### src/rtl/cdb_pkg.sv
// Shared types and constants for the common-data-bus arbiter slice.
package cdb_pkg;

   localparam int CDB_NUM_UNITS = 4;
   localparam int CDB_DATA_W    = 32;
   localparam int CDB_TAG_W     = 6;
   localparam int CDB_BUF_DEPTH = 2;

   localparam int UNIT_DIV = 0;
   localparam int UNIT_MUL = 1;
   localparam int UNIT_INT = 2;
   localparam int UNIT_LS  = 3;

   typedef logic [$clog2(CDB_NUM_UNITS)-1:0] unit_idx_t;

   typedef struct packed {
      logic [CDB_TAG_W-1:0]  tag;
      logic [CDB_DATA_W-1:0] data;
   } cdb_entry_t;

endpackage

### src/rtl/cdb_result_fifo.sv
// Per-unit result buffer: small FIFO whose ready depends only on the
// registered occupancy; clear wins over any push or pop in the same cycle.
module cdb_result_fifo
   import cdb_pkg::*;
#(
   parameter int  DEPTH   = CDB_BUF_DEPTH,
   parameter type entry_t = cdb_entry_t
) (
   input  logic   clk,
   input  logic   rst_b,
   input  logic   clear,
   input  logic   push,
   input  entry_t push_entry,
   input  logic   pop,
   output logic   ready,
   output logic   not_empty,
   output entry_t head
);
   localparam int PTR_W = $clog2(DEPTH);
   localparam int CNT_W = PTR_W + 1;

   logic [PTR_W-1:0] rd_ptr_q, rd_ptr_d;
   logic [PTR_W-1:0] wr_ptr_q, wr_ptr_d;
   logic [CNT_W-1:0] count_q, count_d;
   entry_t           mem_q [DEPTH];
   logic             do_push_s;
   logic             do_pop_s;

   assign ready     = (count_q != CNT_W'(DEPTH));
   assign not_empty = (count_q != CNT_W'(0));
   assign head      = mem_q[rd_ptr_q];
   assign do_push_s = push & ready;
   assign do_pop_s  = pop & not_empty;

   // Next pointer/occupancy; pointers wrap naturally since DEPTH is a power of two.
   always_comb begin
      rd_ptr_d = rd_ptr_q;
      wr_ptr_d = wr_ptr_q;
      count_d  = count_q;
      if (clear) begin
         rd_ptr_d = '0;
         wr_ptr_d = '0;
         count_d  = '0;
      end else begin
         if (do_push_s) begin
            wr_ptr_d = wr_ptr_q + PTR_W'(1);
         end else begin
            wr_ptr_d = wr_ptr_q;
         end
         if (do_pop_s) begin
            rd_ptr_d = rd_ptr_q + PTR_W'(1);
         end else begin
            rd_ptr_d = rd_ptr_q;
         end
         case ({do_push_s, do_pop_s})
            2'b10:   count_d = count_q + CNT_W'(1);
            2'b01:   count_d = count_q - CNT_W'(1);
            default: count_d = count_q;
         endcase
      end
   end

   // Pointer and occupancy registers.
   always_ff @(posedge clk or negedge rst_b) begin
      if (!rst_b) begin
         rd_ptr_q <= '0;
         wr_ptr_q <= '0;
         count_q  <= '0;
      end else begin
         rd_ptr_q <= rd_ptr_d;
         wr_ptr_q <= wr_ptr_d;
         count_q  <= count_d;
      end
   end

   // Entry storage.
   always_ff @(posedge clk or negedge rst_b) begin
      if (!rst_b) begin
         for (int i = 0; i < DEPTH; i++) begin
            mem_q[i] <= '0;
         end
      end else if (do_push_s && !clear) begin
         mem_q[wr_ptr_q] <= push_entry;
      end
   end

endmodule

### src/rtl/cdb_arbiter.sv
// CDB arbiter: per-unit result FIFOs feeding a round-robin grant and a
// registered single-result broadcast onto the common data bus.
module cdb_arbiter
   import cdb_pkg::*;
#(
   parameter int NUM_UNITS = CDB_NUM_UNITS,
   parameter int DATA_W    = CDB_DATA_W,
   parameter int TAG_W     = CDB_TAG_W,
   parameter int BUF_DEPTH = CDB_BUF_DEPTH
) (
   input  logic                         clk,
   input  logic                         rst_b,
   input  logic [NUM_UNITS-1:0]         res_valid,
   output logic [NUM_UNITS-1:0]         res_ready,
   input  logic [NUM_UNITS*DATA_W-1:0]  res_data,
   input  logic [NUM_UNITS*TAG_W-1:0]   res_tag,
   input  logic                         flush,
   output logic                         cdb_valid,
   output logic [TAG_W-1:0]             cdb_tag,
   output logic [DATA_W-1:0]            cdb_data,
   output logic [$clog2(NUM_UNITS)-1:0] cdb_src
);
   localparam int SRC_W = $clog2(NUM_UNITS);

   logic                 live_q;
   logic [NUM_UNITS-1:0] fifo_ready_s;
   logic [NUM_UNITS-1:0] req_s;
   logic [NUM_UNITS-1:0] push_s;
   logic [NUM_UNITS-1:0] pop_s;
   cdb_entry_t           head_s [NUM_UNITS];

   logic                 gnt_valid_s;
   logic [SRC_W-1:0]     gnt_idx_s;
   logic [SRC_W-1:0]     scan_s;
   logic [SRC_W-1:0]     rr_ptr_q, rr_ptr_d;

   logic                 cdb_valid_q, cdb_valid_d;
   logic [TAG_W-1:0]     cdb_tag_q, cdb_tag_d;
   logic [DATA_W-1:0]    cdb_data_q, cdb_data_d;
   logic [SRC_W-1:0]     cdb_src_q, cdb_src_d;

   // Keeps res_ready low until the first clock edge after reset release.
   always_ff @(posedge clk or negedge rst_b) begin
      if (!rst_b) begin
         live_q <= 1'b0;
      end else begin
         live_q <= 1'b1;
      end
   end

   assign res_ready = fifo_ready_s & {NUM_UNITS{live_q}};
   assign push_s    = res_valid & res_ready;

   for (genvar gi = 0; gi < NUM_UNITS; gi++) begin : g_unit
      cdb_entry_t push_entry_s;
      assign push_entry_s.tag  = res_tag[gi*TAG_W +: TAG_W];
      assign push_entry_s.data = res_data[gi*DATA_W +: DATA_W];

      cdb_result_fifo #(
         .DEPTH   (BUF_DEPTH),
         .entry_t (cdb_entry_t)
      ) u_fifo (
         .clk        (clk),
         .rst_b      (rst_b),
         .clear      (flush),
         .push       (push_s[gi]),
         .push_entry (push_entry_s),
         .pop        (pop_s[gi]),
         .ready      (fifo_ready_s[gi]),
         .not_empty  (req_s[gi]),
         .head       (head_s[gi])
      );
   end

   // Round-robin scan starting at rr_ptr; a flush suppresses the pop.
   always_comb begin
      gnt_valid_s = 1'b0;
      gnt_idx_s   = '0;
      scan_s      = '0;
      pop_s       = '0;
      for (int k = 0; k < NUM_UNITS; k++) begin
         scan_s = SRC_W'((int'(rr_ptr_q) + k) % NUM_UNITS);
         if (!gnt_valid_s && req_s[scan_s]) begin
            gnt_valid_s = 1'b1;
            gnt_idx_s   = scan_s;
         end else begin
            gnt_valid_s = gnt_valid_s;
         end
      end
      pop_s[gnt_idx_s] = gnt_valid_s & ~flush;
   end

   // Pointer advance and broadcast staging; tag/data/src hold when idle.
   always_comb begin
      rr_ptr_d    = rr_ptr_q;
      cdb_valid_d = 1'b0;
      cdb_tag_d   = cdb_tag_q;
      cdb_data_d  = cdb_data_q;
      cdb_src_d   = cdb_src_q;
      if (gnt_valid_s && !flush) begin
         rr_ptr_d    = (gnt_idx_s == SRC_W'(NUM_UNITS - 1)) ? SRC_W'(0) : gnt_idx_s + SRC_W'(1);
         cdb_valid_d = 1'b1;
         cdb_tag_d   = head_s[gnt_idx_s].tag;
         cdb_data_d  = head_s[gnt_idx_s].data;
         cdb_src_d   = gnt_idx_s;
      end else begin
         cdb_valid_d = 1'b0;
      end
   end

   // Arbiter pointer and broadcast output registers.
   always_ff @(posedge clk or negedge rst_b) begin
      if (!rst_b) begin
         rr_ptr_q    <= '0;
         cdb_valid_q <= 1'b0;
         cdb_tag_q   <= '0;
         cdb_data_q  <= '0;
         cdb_src_q   <= '0;
      end else begin
         rr_ptr_q    <= rr_ptr_d;
         cdb_valid_q <= cdb_valid_d;
         cdb_tag_q   <= cdb_tag_d;
         cdb_data_q  <= cdb_data_d;
         cdb_src_q   <= cdb_src_d;
      end
   end

   assign cdb_valid = cdb_valid_q;
   assign cdb_tag   = cdb_tag_q;
   assign cdb_data  = cdb_data_q;
   assign cdb_src   = cdb_src_q;

endmodule

### config.mk
export PLATFORM = sky130hd
export DESIGN_NAME = cdb_arbiter
export DESIGN_NICKNAME = d
export VERILOG_FILES = /design/src/rtl/cdb_pkg.sv /design/src/rtl/cdb_result_fifo.sv /design/src/rtl/cdb_arbiter.sv
export SDC_FILE = /design/constraint.sdc
export NUM_CORES = 1
export LEC_CHECK = 0
export ABC_AREA = 1
export CORE_ASPECT_RATIO = 0.6
export CORE_MARGIN = 10
export CORE_UTILIZATION = 50
export DETAILED_ROUTE_END_ITERATION = 8
export GPL_TIMING_DRIVEN = 0
export PLACE_DENSITY_LB_ADDON = 0.05
export SYNTH_ARGS = -nofsm -noshare
export SYNTH_HDL_FRONTEND = slang
export SYNTH_SLANG_ARGS = --single-unit
### constraint.sdc
create_clock -name clk -period 2.55 [get_ports clk]
set_input_delay 0.255 -clock clk [delete_from_list [all_inputs] [get_ports clk]]
set_output_delay 0.255 -clock clk [all_outputs]
set_load 0.1 [all_outputs]
==> run metrics, run 1 <==
Placed Area=between 15,000 and 20,000 sq um; post-synthesis sequential area ratio=53.9%; total gr overflow=0; post-layout util=62.4%; crit-path max cell delay=0.89 ns; fraction of layout cells with a size suffix above 1=6.53%; wire length on met2=21.9 mm; TritonCTS clock tree=built; final wirelength=50.5 mm; RSZ-0062 raised after global routing=true; yosys warns=0; Die Y=162 microns; DRT antenna net count=0; Post-Synth XOR/XNOR Area=0.155%; Fin Clk Skew=0.0247 ns; RePlAce Congestion=roughly 0.88; power per cell area=1430 nW/um^2; Vias/cell=about 5.3; Post-Syn Nets=2,249; Max FO, Critical Path=3; worst vdd ir=0.00136 V; post-synthesis cell count=2,089; outcome=complete, no violations; Synth Area in Compound Gates=a little over an eighth; max_cap viols=0; met3 wire length=3.95 mm; Initial Util=approximately half; Crit-path slowest cell=dlygate4sd2_1; vias in the first global route=14,700; initial antenna violation count=0; worst-case clock buffer depth=3; DR iter-0 viols=approximately 1,400; Final #Nets=roughly 2,500; Worst path top cell family by delay=buffers and inverters; mux cell area share after synthesis=under 10%; ANT cells=0; DP HPWL=37.9 mm; top sig layer=met4; r2r endpoint=g_unit[3].u_fifo.count_q[1]; Reg2Reg Launch Point=g_unit[1].u_fifo.count_q[0]; routed wire length per instance=roughly 18 microns; M1 wire length=23.9 mm; Post-Synth Simple-Gate Area=20.8%; Pre-Repair DR Iteration Count=5; Area growth syn-to-layout=23.7%; synthesized flop and latch total=364; CTS sink cnt=364; Yosys top cell area share=53.9%; final period demand of the worst path=about 2.5 ns; Pwr Total=0.0299 W; slew at the pin with the worst max-slew slack=1.01 ns; Required @ worst endpoint=~2.3 ns; Slew Limit Fails=0; row count=52; worst hold margin=0.153 ns; CTS buffer count=37; largest cells by area after synthesis=dfrtp_1, nand2_1, o21ai_0; CP Capture Type=output pin; Synth Area in Adders=less than 1%; largest family of logic cells by synthesized area=simple AND/OR/NAND/NOR gates; Clock transition at path regs=roughly 0.07 ns; Fin. Hold Viols=0; global-route wire length before repair=80.7 mm; die area=41,800 sq um; post-route cell area=20,900 sq um; Via Count=about 15,000; core area=33,500 sq um; relative slew slack=32.1%; reg2reg setup slack=0.09 ns; period utilisation layout=approximately 96%; mean area per synthesized cell=8.09 sq um; Port-buffer cells=202; final count of negative-setup-slack endpoints=0; Skew-Pair Late Insertion Delay=0.54 ns; # H-tree levels=2; max frequency=407 MHz; worst path bufs/invs=3; Top-Level Pins=204; most area-hungry cell type in the Yosys netlist=dfrtp_1; Total Routing Usage GR=24.0%; crit path launch type=flop; critical path type=reg -> out; CP Data Arrival Time=between 2 and 2.5 ns; CTS Root Cell=clkbuf_16; post-synth cell types=28; static leakage power=10.3 nW; Reg2Reg Depth=16; Die X=257 microns; pin count of the biggest net entering global routing=124; Worst Hold Class=in -> async; Post-route DRC=0; mapped cell area=16,900 sq um; cells along the critical path=buf_4, inv_1, a21oi_2, dlygate4sd2_1
[cell usage in the layout, fill, tap and decap left out, types with 25 or more instances in the layout]
cell type and instances:
clkdlybuf4s50_1 197, clkbuf_16 39, mux2i_1 76, inv_1 172
nand3_1 25, nor2_1 92, dfrtp_1 361, o21ai_0 369
nand2_1 750, clkbuf_1 88
[cell usage after synthesis, drive strengths merged]
cell    instances
nand3          29
mux2i          76
clkinv          1
conb            1
inv           176
buf            36
xnor2           3
nor2          103
nand4          11
clkbuf         91
a21oi          45
o21bai          1
nand2         758
nand3b          2
o211ai          1
ha              1
dfrtp         364
o21ai         390
[how the worst max path moves through the flow]
stage / endpoint / slack [ns] / depth (start not counted) / from
2_1_floorplan: g_unit[3].u_fifo.mem_q[0] / 0.07 / 9 / g_unit[3].u_fifo.count_q[0]
3_3_place_gp: g_unit[0].u_fifo.mem_q[25] / -14.68 / 1 / rst_b
3_5_place_dp: g_unit[3].u_fifo.count_q[0] / -0.31 / 16 / g_unit[2].u_fifo.count_q[0]
4_1_cts: g_unit[3].u_fifo.count_q[0] / 0.03 / 16 / g_unit[1].u_fifo.count_q[0]
5_1_grt: g_unit[3].u_fifo.count_q[1] / -0.07 / 16 / g_unit[1].u_fifo.count_q[0]
6_report: res_ready[2] / 0.09 / 4 / g_unit[2].u_fifo.count_q[0]
[power by group]
group          leakage (nW)  total [W]  switching (W)  internal (W)
Combinational          5.10     0.0148         0.0101       0.00473
Sequential             4.65    0.00961        0.00142       0.00818
Clock                 0.597    0.00553        0.00228       0.00324
Total                  10.3     0.0299         0.0138        0.0162
[flip-flops by register name, indices dropped and copies added (netlist names)]
signal                  count
cdb_valid                   1
g_unit.u_fifo.wr_ptr_q      4
live_q                      1
g_unit.u_fifo.mem_q       304
cdb_src                     2
rr_ptr_q                    2
g_unit.u_fifo.rd_ptr_q      4
cdb_tag                     6
g_unit.u_fifo.count_q       8
cdb_data                   32
[cell type report]
class                   count  area, sq um
clock inverters            11          136
well taps                 459          574
clock buffers              52         1070
inverters                 177          664
multi-input cells        1421         6650
repair buffers            208         2130
flip-flops and latches    364         9110
fillers                  3023        12600
plain buffers             126          559
[stage by stage]
stage / cells / setup slack (ns) / setup TNS, ns
6_report: 2818 / 0.0914 / 0
4_1_cts: 2817 / 0.0294 / 0
2_1_floorplan: 2089 / 0.0688 / 0
3_5_place_dp: 2753 / -0.310 / -0.824
3_3_place_gp: 2750 / -14.68 / -5324.95
5_1_grt: 2818 / -0.0672 / -0.121
[cell families (layout without fill, tap and decap cells)]
logic type	count (synthesis)	after routing
AO/OA/AOI/OAI	437	437
buffers and inverters	304	574
adder cells (fa/ha/maj)	1	1
XOR/XNOR	3	3
other	1	1
AND/OR/NAND/NOR	903	903
multiplexers	76	76
flip-flops	364	364
[worst reg2reg max path, stage by stage, from the launching register on]
cell	delay, ns
dfrtp_2	0.44
nor2_2	0.16
nand2_1	0.08
nand3_1	0.12
nand2_2	0.10
nor2_4	0.16
nand4_1	0.14
nand3_4	0.15
buf_6	0.15
ha_1	0.15
inv_1	0.04
nor2_2	0.14
nand2_2	0.10
nand2_2	0.09
inv_1	0.04
o21ai_0	0.15
o21ai_1	0.09
[routing by layer]
layer,vias to the layer above,track usage [%]
met5,-,0
met4,0,5.14
met3,60,5.14
met2,511,35.8
met1,7221,35.3
li1,7103,-
[repair_timing]
| action | CTS | global route |
|---|---|---|
| endpoints found under the setup margin | 11 | 83 |
| gates resized for setup | 15 | 32 |
| buffers inserted | 0 | 2 |
| hold endpoints to repair | 120 | 0 |
| pin swaps | 0 | 1 |
| hold buffers | 1 | 0 |
No activity file was read; power rests on OpenSTA's default activity.
==> run 2: changes to the inputs <==
Settings changed: DONT_BUFFER_PORTS from default to 1, RECOVER_POWER from default to 25.
==> run 2 against run 1 <==
Compared with the run above: the flow now finishes with violations (hold timing); via count fell by 1.3%; critical path depth rose by 6; cell count fell by 1.6%; count of clock-buffer cells in the layout rose by 6; sequential share of layout area rose by 0.96 points; first-iteration DRC count rose by 0.96%; maximum frequency rose by 0.55%; wire length rose by 2.7%; critical endpoint is now g_unit[1].u_fifo.mem_q[21].
==> run metrics, run 2 (same netlist as run 1, synthesis figures left out) <==
CP Capture Type=flop; clock power share=18.5% (about the same); Total Routing Usage GR=24.4% (+0.47 points); Max FO, Critical Path=10 (+7); most frequent cells in the layout=nand2_1, o21ai_0, dfrtp_1, inv_1, dlygate4sd3_1; Die X=257 microns (unchanged); worst path bufs/invs=4 (+1); most used cell, CP=inv_1; die area=41,800 sq um (unchanged); Final TNS setup=0 ns (unchanged); final period demand of the worst path=2.45 ns (-0.0133 ns); RSZ-0062 raised after global routing=true; met3 wire length=4.19 mm (+6.1%); global-route wire length before repair=81.2 mm (+0.61%); Top-Level Pins=204 (unchanged); TritonCTS clock tree=built; Reg2Reg Depth=10 (-6); largest register by flop count=g_unit.u_fifo.mem_q; routed wire length per instance=18.7 microns (+4.3%); Required @ worst endpoint=2.94 ns (+0.64 ns); CTS sink cnt=364 (unchanged); initial antenna violation count=2 (+2); cells along the critical path=inv_1, nor2_1, nor2_4, nand2_4, inv_1, nand3_1, buf_2, clkbuf_2, nand2_1, o21ai_0; Post-CTS Hold Buffers=156 (+155); Logic pwr share=41.9% (-7.5 points); wire length on met2=22.7 mm (+4.0%); commonest non-fill, non-tap cell in the layout=nand2_1; max_cap viols=0 (unchanged); pin count of the biggest net entering global routing=365 (+190%); Clock transition at path regs=0.06 ns (about the same); # H-tree levels=2 (unchanged); Pwr Total=0.0292 W (-2.5%); outcome=finished, violations left; CTS buffer count=37 (unchanged); final count of negative-setup-slack endpoints=0 (unchanged); RePlAce Congestion=0.865 (-1.3%); Port-buffer cells=0 (-100%); Crit-path slowest cell=nor2_4; row count=52 (unchanged); Largest register FFs=304 (unchanged); CP Data Arrival Time=2.84 ns (+0.64 ns); Slew Limit Fails=0 (unchanged); worst vdd ir=0.00104 V (-23%); Skew-Pair Late Insertion Delay=0.54 ns (about the same); failing checks=hold timing; power per cell area=1430 nW/um^2 (-0.32%); Worst path top cell family by delay=simple AND/OR/NAND/NOR gates; DP HPWL=37.0 mm (-2.5%); M1 wire length=23.9 mm (about the same); vias in the first global route=14,400 (-2.2%); final wirelength=51.9 mm (+2.7%); internal power=0.0156 W (-3.6%); max frequency=409 MHz (+0.55%); sw power=0.0136 W (-1.1%); DRT antenna net count=0 (unchanged); CTS Root Cell=clkbuf_16; critical path type=reg -> reg; Fin. Hold Viols=364 (+364); sequential power share=39.6% (+7.5 points); Via Count=14,700 (-1.3%); Fin Clk Skew=0.0209 ns (-0.00381 ns); Final #Nets=2,449 (-1.8%); core area=33,500 sq um (unchanged); total gr overflow=0 (unchanged); crit-path max cell delay=0.56 ns (-0.33 ns); DR iter-0 viols=1,371 (+0.96%); Worst Hold Class=in -> async; Crit. path cell count=10 (+6); crit path launch type=flop; Initial Util=50.4% (unchanged); Die Y=162 microns (unchanged); period utilisation layout=95.9% (-0.52 points); static leakage power=10.2 nW (-1.1%); Pre-Repair DR Iteration Count=6 (+1); top sig layer=met4; pre-CTS setup slack=-0.671 ns (-0.361 ns); Vias/cell=5.30 (+0.26%); slew at the pin with the worst max-slew slack=1.04 ns (+0.0254 ns); final worst slack=0.105 ns (+0.0133 ns); Switching Share=46.6% (+0.62 points); worst hold margin=-0.558 ns (-0.711 ns); Area growth syn-to-layout=21.1%; relative slew slack=30.6% (-1.5 points); fraction of layout cells with a size suffix above 1=7.83% (+1.3 points); Post-route DRC=0 (unchanged); worst-case clock buffer depth=3 (unchanged)
-- run 2: cell types whose count changed in the layout (fill, tap and decap cells not counted), sizes merged --
cell and delta:
diode +2, dlygate4sd3 +155, clkinv -4, clkinvlp -1, dlygate4sd2 -4, bufinv -2, buf +15, clkbuf -9
clkdlybuf4s50 -197
-- run 2: what timing repair did --
| item | in CTS | in global routing |
|---|---|---|
| setup endpoints to repair | 311 | 275 |
| hold endpoints to repair | 672 | 364 |
| gates resized for setup | 47 | 49 |
| buffers inserted | 0 | 5 |
| pin swaps | 2 | 9 |
| cloned | 0 | 0 |
-- run 2: layout make-up --
class                      count  area (sq um)
buffer                       127           608
antenna                        2          5.00
sequential                   364          9110
tap                          459           574
clock inverter                 4          48.8
inverter                     177           664
multi-input combinational   1421          6710
fill                        3050         13100
clock buffer                  58          1140
timing repair buffer         161          1600
-- run 2: worst reg2reg max path: cells and delay by family (launching register included) --
family          cells  cell delay (ns)
compound gates      1             0.08
simple gates        5             1.06
buf+inv             4             0.75
flops               1             0.42
-- run 2: stage by stage --
stage	instances	utilization, %	area (sq um)
2_1_floorplan	2089	-	16900
3_3_place_gp	2548	52.2	17500
3_5_place_dp	2548	52.2	17500
4_1_cts	2766	60.7	20300
5_1_grt	2772	61.0	20500
6_report	2773	61.0	20500
-- run 2: power groups by stage --
| stage | clock network (W) | registers (W) | logic (W) |
|---|---|---|---|
| final | 0.00541 | 0.0116 | 0.0122 |
| after CTS | 0.00551 | 0.0115 | 0.0120 |
| after global placement | 0 | 0.0115 | 0.0115 |
| after global routing | 0.00578 | 0.0118 | 0.0138 |
| after detailed placement | 0 | 0.0116 | 0.0117 |
| after floorplan | 0 | 0.0111 | 0.00859 |
-- run 2: path summary, 6_finish.rpt --
| path | start | to | slack, ns |
|---|---|---|---|
| min in group clk | flush | g_unit[0].u_fifo.count_q[0] | 0.17 |
| hold / removal | rst_b | g_unit[2].u_fifo.mem_q[6] | -0.56 |
| setup reg to reg | g_unit[1].u_fifo.count_q[1] | g_unit[1].u_fifo.mem_q[21] | 0.10 |
| hold reg to reg | g_unit[0].u_fifo.mem_q[6] | g_unit[0].u_fifo.mem_q[6] | 0.48 |
| max in group asynchronous | rst_b | g_unit[2].u_fifo.count_q[1] | 2.24 |
| setup / recovery | g_unit[1].u_fifo.count_q[1] | g_unit[1].u_fifo.mem_q[21] | 0.10 |
-- run 2: per-layer routing --
layer | vias to the layer above | global-route usage, %
met1 | 7141 | 35.3
met5 | - | 0
met2 | 484 | 36.6
met4 | 0 | 5.67
li1 | 7011 | -
met3 | 59 | 5.79
==> run 3: changes to the inputs <==
Settings changed: HOLD_SLACK_MARGIN from default to 0.03.
==> results of run 3 <==
Same layout as run 2: the final DEF is identical, and so are final timing and power.
